File: src/rtl/la_ioringctl.sv
// Serial configuration master for the IO ring: shifts valid/ready config words
// MSB first onto sclk/sdata, then pulses a ring-wide latch once per chain.
module la_ioringctl #(
  parameter int RINGW  = 8,
  parameter int CFGW   = 16,
  parameter int NCELLS = 32,
  parameter int DIV    = 4
) (
  input  logic             clk,
  input  logic             nreset,
  input  logic             cfg_valid,
  output logic             cfg_ready,
  input  logic [CFGW-1:0]  cfg_data,
  input  logic             cfg_last,
  output logic             busy,
  output logic             done,
  output logic             err,
  output logic [RINGW-1:0] ioring
);

  localparam int PW = (2 * DIV > 2) ? $clog2(2 * DIV) : 1;
  localparam int BW = (CFGW > 2) ? $clog2(CFGW) : 1;
  localparam int WW = $clog2(NCELLS + 1);

  localparam logic [PW-1:0] PH_LAST  = PW'(2 * DIV - 1);
  localparam logic [PW-1:0] LAT_LAST = PW'(DIV - 1);
  localparam logic [BW-1:0] BIT_LAST = BW'(CFGW - 1);
  localparam logic [WW-1:0] W_MAX    = WW'(NCELLS);

  typedef enum logic [1:0] {
    S_IDLE,
    S_SHIFT,
    S_WAIT,
    S_LATCH
  } state_t;

  state_t          state_reg, state_next;
  logic [CFGW-1:0] shreg_reg, shreg_next;
  logic [PW-1:0]   ph_reg, ph_next;
  logic [BW-1:0]   bit_reg, bit_next;
  logic [WW-1:0]   wcnt_reg, wcnt_next;
  logic            last_reg, last_next;
  logic            ready_reg, ready_next;
  logic            busy_reg, busy_next;
  logic            done_reg, done_next;
  logic            err_reg, err_next;
  logic            sclk_reg, sclk_next;
  logic            sdata_reg, sdata_next;
  logic            latch_reg, latch_next;
  logic            rnrst_reg, rnrst_next;

  logic            accept;
  logic [CFGW-1:0] sh_shifted;

  assign accept     = cfg_valid && ready_reg;
  assign sh_shifted = shreg_reg << 1;

  always_ff @(posedge clk) begin
    if (!nreset) begin
      state_reg <= S_IDLE;
      shreg_reg <= '0;
      ph_reg    <= '0;
      bit_reg   <= '0;
      wcnt_reg  <= '0;
      last_reg  <= 1'b0;
      ready_reg <= 1'b0;
      busy_reg  <= 1'b0;
      done_reg  <= 1'b0;
      err_reg   <= 1'b0;
      sclk_reg  <= 1'b0;
      sdata_reg <= 1'b0;
      latch_reg <= 1'b0;
      rnrst_reg <= 1'b0;
    end else begin
      state_reg <= state_next;
      shreg_reg <= shreg_next;
      ph_reg    <= ph_next;
      bit_reg   <= bit_next;
      wcnt_reg  <= wcnt_next;
      last_reg  <= last_next;
      ready_reg <= ready_next;
      busy_reg  <= busy_next;
      done_reg  <= done_next;
      err_reg   <= err_next;
      sclk_reg  <= sclk_next;
      sdata_reg <= sdata_next;
      latch_reg <= latch_next;
      rnrst_reg <= rnrst_next;
    end
  end

  // All outputs are computed here for the following cycle and registered.
  always_comb begin
    state_next = state_reg;
    shreg_next = shreg_reg;
    ph_next    = ph_reg;
    bit_next   = bit_reg;
    wcnt_next  = wcnt_reg;
    last_next  = last_reg;
    ready_next = ready_reg;
    busy_next  = busy_reg;
    done_next  = 1'b0;
    err_next   = err_reg;
    sclk_next  = sclk_reg;
    sdata_next = sdata_reg;
    latch_next = latch_reg;
    rnrst_next = 1'b1;

    case (state_reg)
      S_IDLE, S_WAIT: begin
        ready_next = 1'b1;
        busy_next  = (state_reg == S_WAIT);
        if (accept) begin
          state_next = S_SHIFT;
          shreg_next = cfg_data;
          last_next  = cfg_last;
          sdata_next = cfg_data[CFGW-1];
          sclk_next  = 1'b0;
          ph_next    = '0;
          bit_next   = '0;
          ready_next = 1'b0;
          busy_next  = 1'b1;
          if (state_reg == S_IDLE) begin
            err_next  = 1'b0;
            wcnt_next = WW'(1);
          end else begin
            wcnt_next = wcnt_reg + WW'(1);
          end
        end
      end

      S_SHIFT: begin
        if (ph_reg == PH_LAST) begin
          ph_next   = '0;
          sclk_next = 1'b0;
          if (bit_reg == BIT_LAST) begin
            sdata_next = 1'b0;
            if (last_reg || (wcnt_reg == W_MAX)) begin
              state_next = S_LATCH;
              latch_next = 1'b1;
              err_next   = err_reg | ~last_reg;
            end else begin
              state_next = S_WAIT;
              ready_next = 1'b1;
            end
          end else begin
            bit_next   = bit_reg + BW'(1);
            shreg_next = sh_shifted;
            sdata_next = sh_shifted[CFGW-1];
          end
        end else begin
          ph_next   = ph_reg + PW'(1);
          sclk_next = ((int'(ph_reg) + 1) >= DIV);
        end
      end

      S_LATCH: begin
        if (ph_reg == LAT_LAST) begin
          state_next = S_IDLE;
          latch_next = 1'b0;
          done_next  = 1'b1;
          ready_next = 1'b1;
          busy_next  = 1'b0;
          wcnt_next  = '0;
          ph_next    = '0;
        end else begin
          ph_next = ph_reg + PW'(1);
        end
      end

      default: state_next = S_IDLE;
    endcase
  end

  assign cfg_ready = ready_reg;
  assign busy      = busy_reg;
  assign done      = done_reg;
  assign err       = err_reg;

  assign ioring[0] = sclk_reg;
  assign ioring[1] = sdata_reg;
  assign ioring[2] = latch_reg;
  assign ioring[3] = rnrst_reg;

  generate
    for (genvar gi = 4; gi < RINGW; gi++) begin : g_unused
      assign ioring[gi] = 1'b0;
    end
  endgenerate

endmodule

File: config.mk
export PLATFORM = sky130hd
export DESIGN_NAME = la_ioringctl
export DESIGN_NICKNAME = d
export VERILOG_FILES = /design/src/rtl/la_ioringctl.sv
export SDC_FILE = /design/constraint.sdc
export NUM_CORES = 1
export LEC_CHECK = 0
export ABC_AREA = 1
export CORE_MARGIN = 4
export CORE_UTILIZATION = 55
export CTS_CLUSTER_SIZE = 16
export DETAILED_ROUTE_END_ITERATION = 6
export PLACE_DENSITY = 0.82
export SLEW_MARGIN = 30
export SYNTH_ARGS = -nofsm -noshare
export SYNTH_HDL_FRONTEND = slang
export SYNTH_SLANG_ARGS = --single-unit
File: constraint.sdc
create_clock -name clk -period 3 [get_ports clk]
set_input_delay 0.45 -clock clk [delete_from_list [all_inputs] [get_ports clk]]
set_output_delay 0.45 -clock clk [all_outputs]
set_load 0.05 [all_outputs]
Word-level counts from Yosys, hierarchy flattened

Index checks and enable logic that the tools add are counted.

Flip-flop bits (word level): 39
Bits in latches: 0
Memory bits (writable): 0
Bits in read-only memories: 0
Input bits: 20
Output and inout port bits: 12
Memories: 0

Add/sub/neg operators: 4
Multiply operators: 0
Divide/modulo/power cells: 0
Order comparisons: 1
Equal/unequal tests: 15
Shift-type cells: 0
Multiplexer cells: 50
Bitwise operators: 2
Reduce and logical (&&, ||, !) cells: 18

Operator list:

| kind                                         | count |
|---|---|
| two-way mux 15 bit                           | 3 |
| one-hot mux 15 bit (2 select lines)          | 1 |
| two-way mux 1 bit                            | 23 |
| two-way mux 6 bit                            | 3 |
| != test 2 bit (second input constant)        | 8 |
| two-way mux 4 bit                            | 3 |
| one-hot mux 6 bit (2 select lines)           | 1 |
| AND reduction 4 bit                          | 3 |
| one-hot mux 1 bit (2 select lines)           | 5 |
| two-way mux 3 bit                            | 3 |
| one-hot mux 3 bit (3 select lines)           | 1 |
| two-way mux 2 bit                            | 4 |
| one-hot mux 4 bit (2 select lines)           | 1 |
| AND reduction 2 bit                          | 4 |
| adder 6 x 1 -> 6 bit (second input constant) | 1 |
| == test 6 bit (second input constant)        | 1 |
| one-hot mux 2 bit (3 select lines)           | 1 |
| AND reduction 3 bit                          | 2 |
| AND reduction 6 bit                          | 1 |
| nonzero test 2 bit                           | 3 |
| AND reduction 5 bit                          | 1 |
| adder 3 x 1 -> 4 bit (second input constant) | 1 |
| adder 4 x 1 -> 4 bit (second input constant) | 1 |
| == test 2 bit (second input constant)        | 2 |
| other kinds (13)                             | 13 |

Logic depth before layout (Yosys ltp)

Gate-level depths: netlist of run 1.

Depth after elaboration: 6
Mapped depth: 12

Worst setup path after synthesis of run 1

Ideal clock, no wire load.

Path type: reg-to-reg
Start point: reg ready_reg, in the netlist cfg_ready
End point: reg shreg_reg[4]
Arrival time: 1.482 ns
Data required time: 2.884 ns
Slack: 1.402 ns
Stages on the path, launching flop included: 9
Period minus slack after synthesis: 1.598 ns
Cells stage by stage: dfxtp_1 > nand2_1 > nand2_1 > nand2_1 > inv_2 > nand2_2 > buf_4 > o21ai_0 > nor2_1

Cells in the longest elaborated chain, start to end: 3

Ends and longest elaborated chain:

| element                       | RTL line | RTL |
|---|---|---|
| from (decl)                   | 43       | `logic ready_reg, ready_next;` |
| from (signal assigned)        | 81       | `ready_reg <= ready_next;` |
| logical AND 1 bit             | 55       | `assign accept = cfg_valid && ready_reg;` |
| != test 2 bit (no line)       | -        |  |
| AND reduction 4 bit (no line) | -        |  |
| to (signal assigned)          | 76       | `shreg_reg <= shreg_next;` |
| to (decl)                     | 38       | `logic [CFGW-1:0] shreg_reg, shreg_next;` |

No other way between the ends.
A chain may end at the register's enable or synchronous reset.

Worst setup path after layout of run 1

Start point: reg latch_reg
End point: out ioring[2]

RTL lines:

| element                | RTL line | RTL |
|---|---|---|
| from (decl)            | 49       | `logic latch_reg, latch_next;` |
| from (signal assigned) | 87       | `latch_reg <= latch_next;` |
| to (decl)              | 18       | `output logic [RINGW-1:0] ioring` |

No word-level cell between the ends.

==> results.yml, run 1 <==
run_status:
  outcome: "finished clean"
logic_synthesis:
  synth_top_area_cell: "dfxtp_1"
  synth-seq-cells: 39
  synthTopCellsByArea: "dfxtp_1, nand2_1, nor2_1"
  yosys_warnings: 0
  synthesis.area_mm2: 0.00202
  synth_top_area_share_pct: 38.7
  synthCells: 291
  avgSynthCellArea_um2: 6.94
  synth-seq-area-share_pct: 38.7
  synth.distinct_cells: 29
critical_path:
  cp.arrival_ns: 1.46
  reg2reg_from: "ph_reg[0]"
  cp-start-kind: "register"
  critPathMaxStageDelay_ns: 0.81
  critical_path.endpoint_type: "output pin"
  ff2ff_setup_slack_ns: 1.12
  rr_worst_depth: 10
  r2r_end: "shreg_reg[5]"
  crit_family: "buffers and inverters"
  cp_data_required_time_ns: 2.55
  path_cells: "clkdlybuf4s50_1"
  critPathKind: "reg2out"
  worstPathMaxFanout: 2
  startpoint: "latch_reg"
  slowest_stage: "clkdlybuf4s50_1"
  worstPathBufferInverterCount: 1
placed_design:
  gp_congestion: 0.860
  hpwl_mm: 2.92
  port_buffers: 27
  dpl.cell_count: 351
detailed_routing:
  drt-pass1-iter-count: 4
  avgRoutedWirePerCell_um: 11.1
  drc: 0
  drt_iter0_drc: 109
  drtAntennaViolNets: 0
  wl_mm: 3.98
  num_vias: 1776
  vias_per_cell: 4.95
floorplanning:
  die_y_um: 68.6
  die-area_mm2: 0.00471
  row_count: 21
  die_x_um: 68.6
  core_area_mm2: 0.00344
  start_util_pct: 58.7
  pin_count: 32
timing:
  post-route-period-util_pct: 63.7
  setup_viol: 0
  finClkSkew_ns: 0.00754
  rsz0062_at_grt: "false"
  fmax_ghz: 0.523
  tns_ns: 0
  slew_headroom_pct: 66.3
  finalMaxSlewViolations: 0
  finalCriticalPeriod_ns: 1.91
  hold_viol: 0
  worstMarginPinSlew_ns: 0.504
global_routing:
  grt_pass1_wl_mm: 6.87
  grt.overflow.total: 0
  antenna_found_initial: 0
  grt_util_all_layers_pct: 19.6
  grt_start_max_net_pins: 23
  first_global_vias: 1632
min_path:
  hold_path.class: "reg2reg"
  holdPathStages: 2
  worstHoldEndpoint: "shreg_reg[0]"
  hold_path.startpoint: "shreg_reg[0]"
clock_network:
  post-cts-setup-buffers: 0
  clockBufferDepth: 2
  clk_latency_ns: 0.30
  cts_resized: 0
  root_buffer: "clkbuf_8"
  clkTransAtPathRegs_ns: 0.08
  cts_max_level: 2
  clock_sinks: 39
  cts_made_buffers: 5
  holdBufCountCts: 0
  cts_tree: "done"
layout:
  areaGrowthSynthToFinish_pct: 15.2
  fin_nets: 339
  num_antenna_cells: 0
  largest_register_ffs: 15
  final_cell_count_no_fill: 359
  drive_above_1_share_pct: 7.35
job:
  drv_cap: 0
pwr:
  ir_drop_mv: 0.293
  p_leak_nw: 1.04
  p_per_area_mw_per_mm2: 606
kinds of logic after synthesis:
logic type,Yosys count,synth area share [%]
xor+xnor,2,0.868
simple gates,152,31.8
compound gates,40,10.6
other cells,1,0.186
flops,39,38.7
buf+inv,50,13.5
fa+ha+maj,7,4.34
cell usage in the layout (no fill, tap or decap), types with 3 or more instances in the layout:
cell type | Yosys | final
nand2_1 | 78 | 78
nand3_1 | 17 | 17
o21ai_0 | 14 | 14
a21oi_1 | 13 | 13
nor2_1 | 44 | 44
nor3_1 | 6 | 6
conb_1 | 1 | 4
inv_1 | 25 | 25
nand2_2 | 3 | 3
clkdlybuf4s50_1 | 0 | 27
dfxtp_1 | 39 | 39
clkbuf_8 | 0 | 7
ha_1 | 7 | 7
o21ai_1 | 7 | 7
inv_2 | 4 | 4
stage by stage:
stage	util, %	hold slack (ns)	instance area, um2	setup slack (ns)	power, W
finish	67.6	0.462	2330	1.09	0.00141
global route	67.6	0.482	2330	0.855	0.00150
CTS	67.6	0.468	2330	1.08	0.00142
detailed placement	64.7	0.458	2230	0.776	0.00103
global placement	64.7	0.443	2230	0.854	0.00102
floorplan	-	0.439	2030	1.40	0.000967
how the worst max path moves through the flow:
stage                    to  slack, ns  depth (start not counted)
2_1_floorplan  shreg_reg[4]       1.40                          8
3_3_place_gp     bit_reg[2]       0.85                          9
3_5_place_dp     bit_reg[2]       0.78                          9
4_1_cts           cfg_ready       1.08                          1
5_1_grt          bit_reg[2]       0.86                         10
6_report          ioring[2]       1.09                          1
layer usage:
layer / global-route usage, % / share of wire, % / vias to the layer above
met1: 24.1 / 48 / 788
li1: - / - / 943
met2: 31.2 / 45 / 36
met3: 4.05 / 4.3 / 9
met5: 0 / 0 / -
met4: 12.2 / 2.8 / 0
worst reg2reg max path: stages (launching register included):
cell and delay (ns):
dfxtp_1 0.32, ha_1 0.23, ha_1 0.21, inv_1 0.10, nand3_2 0.10, nand2_1 0.09
inv_2 0.05, nand2_2 0.29, inv_2 0.21, nor2_1 0.13, nor2_1 0.06
power by group:
part / internal (W) / leakage [nW] / switching [W]
clock network: 0.000210 / 0.0515 / 0.000184
registers: 0.000586 / 0.319 / 0.0000422
logic: 0.000134 / 0.668 / 0.000254
final cells by class:
class | count | area, um2
clock buffers | 8 | 100
fillers | 320 | 1120
inverters | 32 | 125
multi-input cells | 205 | 977
flip-flops and latches | 39 | 781
well taps | 46 | 57.6
repair buffers | 29 | 285
cell usage after synthesis:
cell      count
o21ai_0      14
buf_4         9
a211oi_1      2
buf_6         6
a21oi_1      13
conb_1        1
nand3_2       1
inv_2         4
o31ai_1       1
clkbuf_1      1
nand3_1      17
nor2_4        1
clkinv_1      1
nand2_2       3
nand2_1      78
inv_1        25
nor3_1        6
inv_4         2
dfxtp_1      39
xor2_1        2
o21ai_1       7
buf_2         1
ha_1          7
nor3b_2       1
buf_1         1
nand3_4       1
nor2_1       44
o21ai_2       1
a31oi_1       2
No activity file was read; power rests on OpenSTA's default activity.
==> run 2, diff against run 1 <==
--- a/config.mk
+++ b/config.mk
@@ -7,10 +7,10 @@
 export LEC_CHECK = 0
 export ABC_AREA = 1
 export CORE_MARGIN = 4
-export CORE_UTILIZATION = 55
+export CORE_UTILIZATION = 53
 export CTS_CLUSTER_SIZE = 16
 export DETAILED_ROUTE_END_ITERATION = 6
-export PLACE_DENSITY = 0.82
+export PLACE_DENSITY = 0.79
 export SLEW_MARGIN = 30
 export SYNTH_ARGS = -nofsm -noshare
 export SYNTH_HDL_FRONTEND = slang
==> constraint.sdc (replaced) <==
create_clock -name clk -period 1.85 [get_ports clk]
set_input_delay 0.2775 -clock clk [delete_from_list [all_inputs] [get_ports clk]]
set_output_delay 0.2775 -clock clk [all_outputs]
set_load 0.05 [all_outputs]
==> run 2 against run 1 <==
  * Flip-flop and latch count unchanged
  * Largest cell class unchanged
  * Critical endpoint is now cfg_ready
  * Wire length increased by 1.7%
  * Register-to-register slack got worse by 0.96 ns
  * First-iteration DRC count fell by 29%
  * Design area increased by 1.8%
  * Hold slack barely moved
  * Final cell count up 1.4%
  * Non-clock buffer count grew 4
  * Clock skew shrank 0.0036 ns
  * Critical path type unchanged
  * Sequential power grew 61%
  * Power is 62% higher
  * Sequential share of layout area down 0.60 points
==> results.yml, run 2 (synthesis results as in run 1) <==
detailed_routing:
  drt-pass1-iter-count: 4
  drtAntennaViolNets: 0
  avgRoutedWirePerCell_um: 11.1
  vias_per_cell: 4.87
  drt_iter0_drc: 77
  wl_mm: 4.04
  drc: 0
  num_vias: 1773
floorplanning:
  start_util_pct: 55.2
  row_count: 22
  pin_count: 32
  die_y_um: 69.7
  die-area_mm2: 0.00486
  core_area_mm2: 0.00366
  die_x_um: 69.7
placed_design:
  dp_slack_ns: 0.136
  placed_area_mm2: 0.00227
  gp_congestion: 0.873
  hpwl_mm: 2.95
  port_buffers: 27
clock_network:
  root_buffer: "clkbuf_8"
  cts_made_buffers: 5
  clkTransAtPathRegs_ns: 0.07
  clk_latency_ns: 0.29
  clock_sinks: 39
  cts_tree: "done"
  cts_max_level: 2
  clockBufferDepth: 2
timing:
  finalCriticalPeriod_ns: 1.76
  slew_headroom_pct: 66.8
  fmax_ghz: 0.567
  finClkSkew_ns: 0.00394
  hold_ws_ns: 0.462
  post-route-period-util_pct: 95.3
  worstMarginPinSlew_ns: 0.496
  finalMaxSlewViolations: 0
  setup_viol: 0
  rsz0062_at_grt: "false"
  fin_ws_ns: 0.0868
  hold_viol: 0
  tns_ns: 0
layout:
  areaGrowthSynthToFinish_pct: 17.3
  design_area_mm2: 0.00237
  largest_register_ffs: 15
  regArea_um2: 781
  multiInputGateArea_um2: 985
  drive_above_1_share_pct: 9.18
  fillers: 336
  final_cell_mix: "nand2_1, nor2_1, dfxtp_1"
  fin_nets: 343
  final_common_cell: "nand2_1"
  num_antenna_cells: 0
critical_path:
  cp.arrival_ns: 1.49
  critical_path.endpoint_type: "output pin"
  slowest_stage: "clkdlybuf4s50_1"
  worstPathBufferInverterCount: 1
  crit_family: "buffers and inverters"
  critPathKind: "reg2out"
  critPathMaxStageDelay_ns: 0.82
  worstPathMaxFanout: 3
  startpoint: "cfg_ready"
  cp_data_required_time_ns: 1.57
  cp-start-kind: "register"
  path_cells: "clkdlybuf4s50_1"
  reg2reg_from: "ph_reg[0]"
pwr:
  p_leak_nw: 1.06
  p_per_area_mw_per_mm2: 963
  power.total_w: 0.00228
  ir_drop_mv: 0.588
global_routing:
  grt_util_all_layers_pct: 18.4
  grt.overflow.total: 0
  first_global_vias: 1776
  antenna_found_initial: 0
  grt_start_max_net_pins: 21
  grt_pass1_wl_mm: 7.38
min_path:
  hold_path.startpoint: "busy"
  hold_path.class: "reg2reg"
job:
  drv_cap: 0
run_status:
  outcome: "finished clean"
## run 2: what timing repair did
action | 4_1_cts | 5_1_grt
endpoints found under the setup margin | 0 | 5
hold buffers | 0 | 0
gates resized for setup | 0 | 4
setup buffers | 0 | 0
## run 2: final cells by class
class / instances / share of cell area, %
Sequential cell: 39 / 33.0
Clock buffer: 6 / 3.49
Clock inverter: 1 / 0.211
Inverter: 32 / 5.39
Tap cell: 48 / 2.54
Multi-Input combinational cell: 205 / 41.6
Timing Repair Buffer: 33 / 13.8
## run 2: path summary, 6_finish.rpt
check	end	slack (ns)	cells after the start
setup / recovery	cfg_ready	0.09	1
hold / removal	busy	0.46	2
setup reg to reg	shreg_reg[10]	0.16	10
hold reg to reg	busy	0.46	2
## run 2: where the power goes
part / internal (W) / switching, W / leakage, nW
clock: 0.000292 / 0.000288 / 0.0470
combinational: 0.000254 / 0.000435 / 0.694
sequential: 0.000951 / 0.0000607 / 0.319
## run 2: per-stage QoR
stage	std cells	util [%]
5_1_grt	364	64.7
2_1_floorplan	294	-
3_5_place_dp	357	62.0
6_report	364	64.7
4_1_cts	364	64.4
3_3_place_gp	357	62.0
## run 2: layer usage
metal  track usage [%]  up-vias  wire [um]
met3              5.07        8        195
met1              21.4      783       1880
met2              31.8       31       1880
met4              7.23        0         88
met5                 0        -          0
li1                  -      951          -
==> run 3, diff against run 2 <==
--- a/config.mk
+++ b/config.mk
@@ -6,6 +6,7 @@
 export NUM_CORES = 1
 export LEC_CHECK = 0
 export ABC_AREA = 1
+export CAP_MARGIN = 40
 export CORE_MARGIN = 4
 export CORE_UTILIZATION = 53
 export CTS_CLUSTER_SIZE = 16
==> results of run 3 <==
Final layout, timing and power as in run 2 (identical DEF).
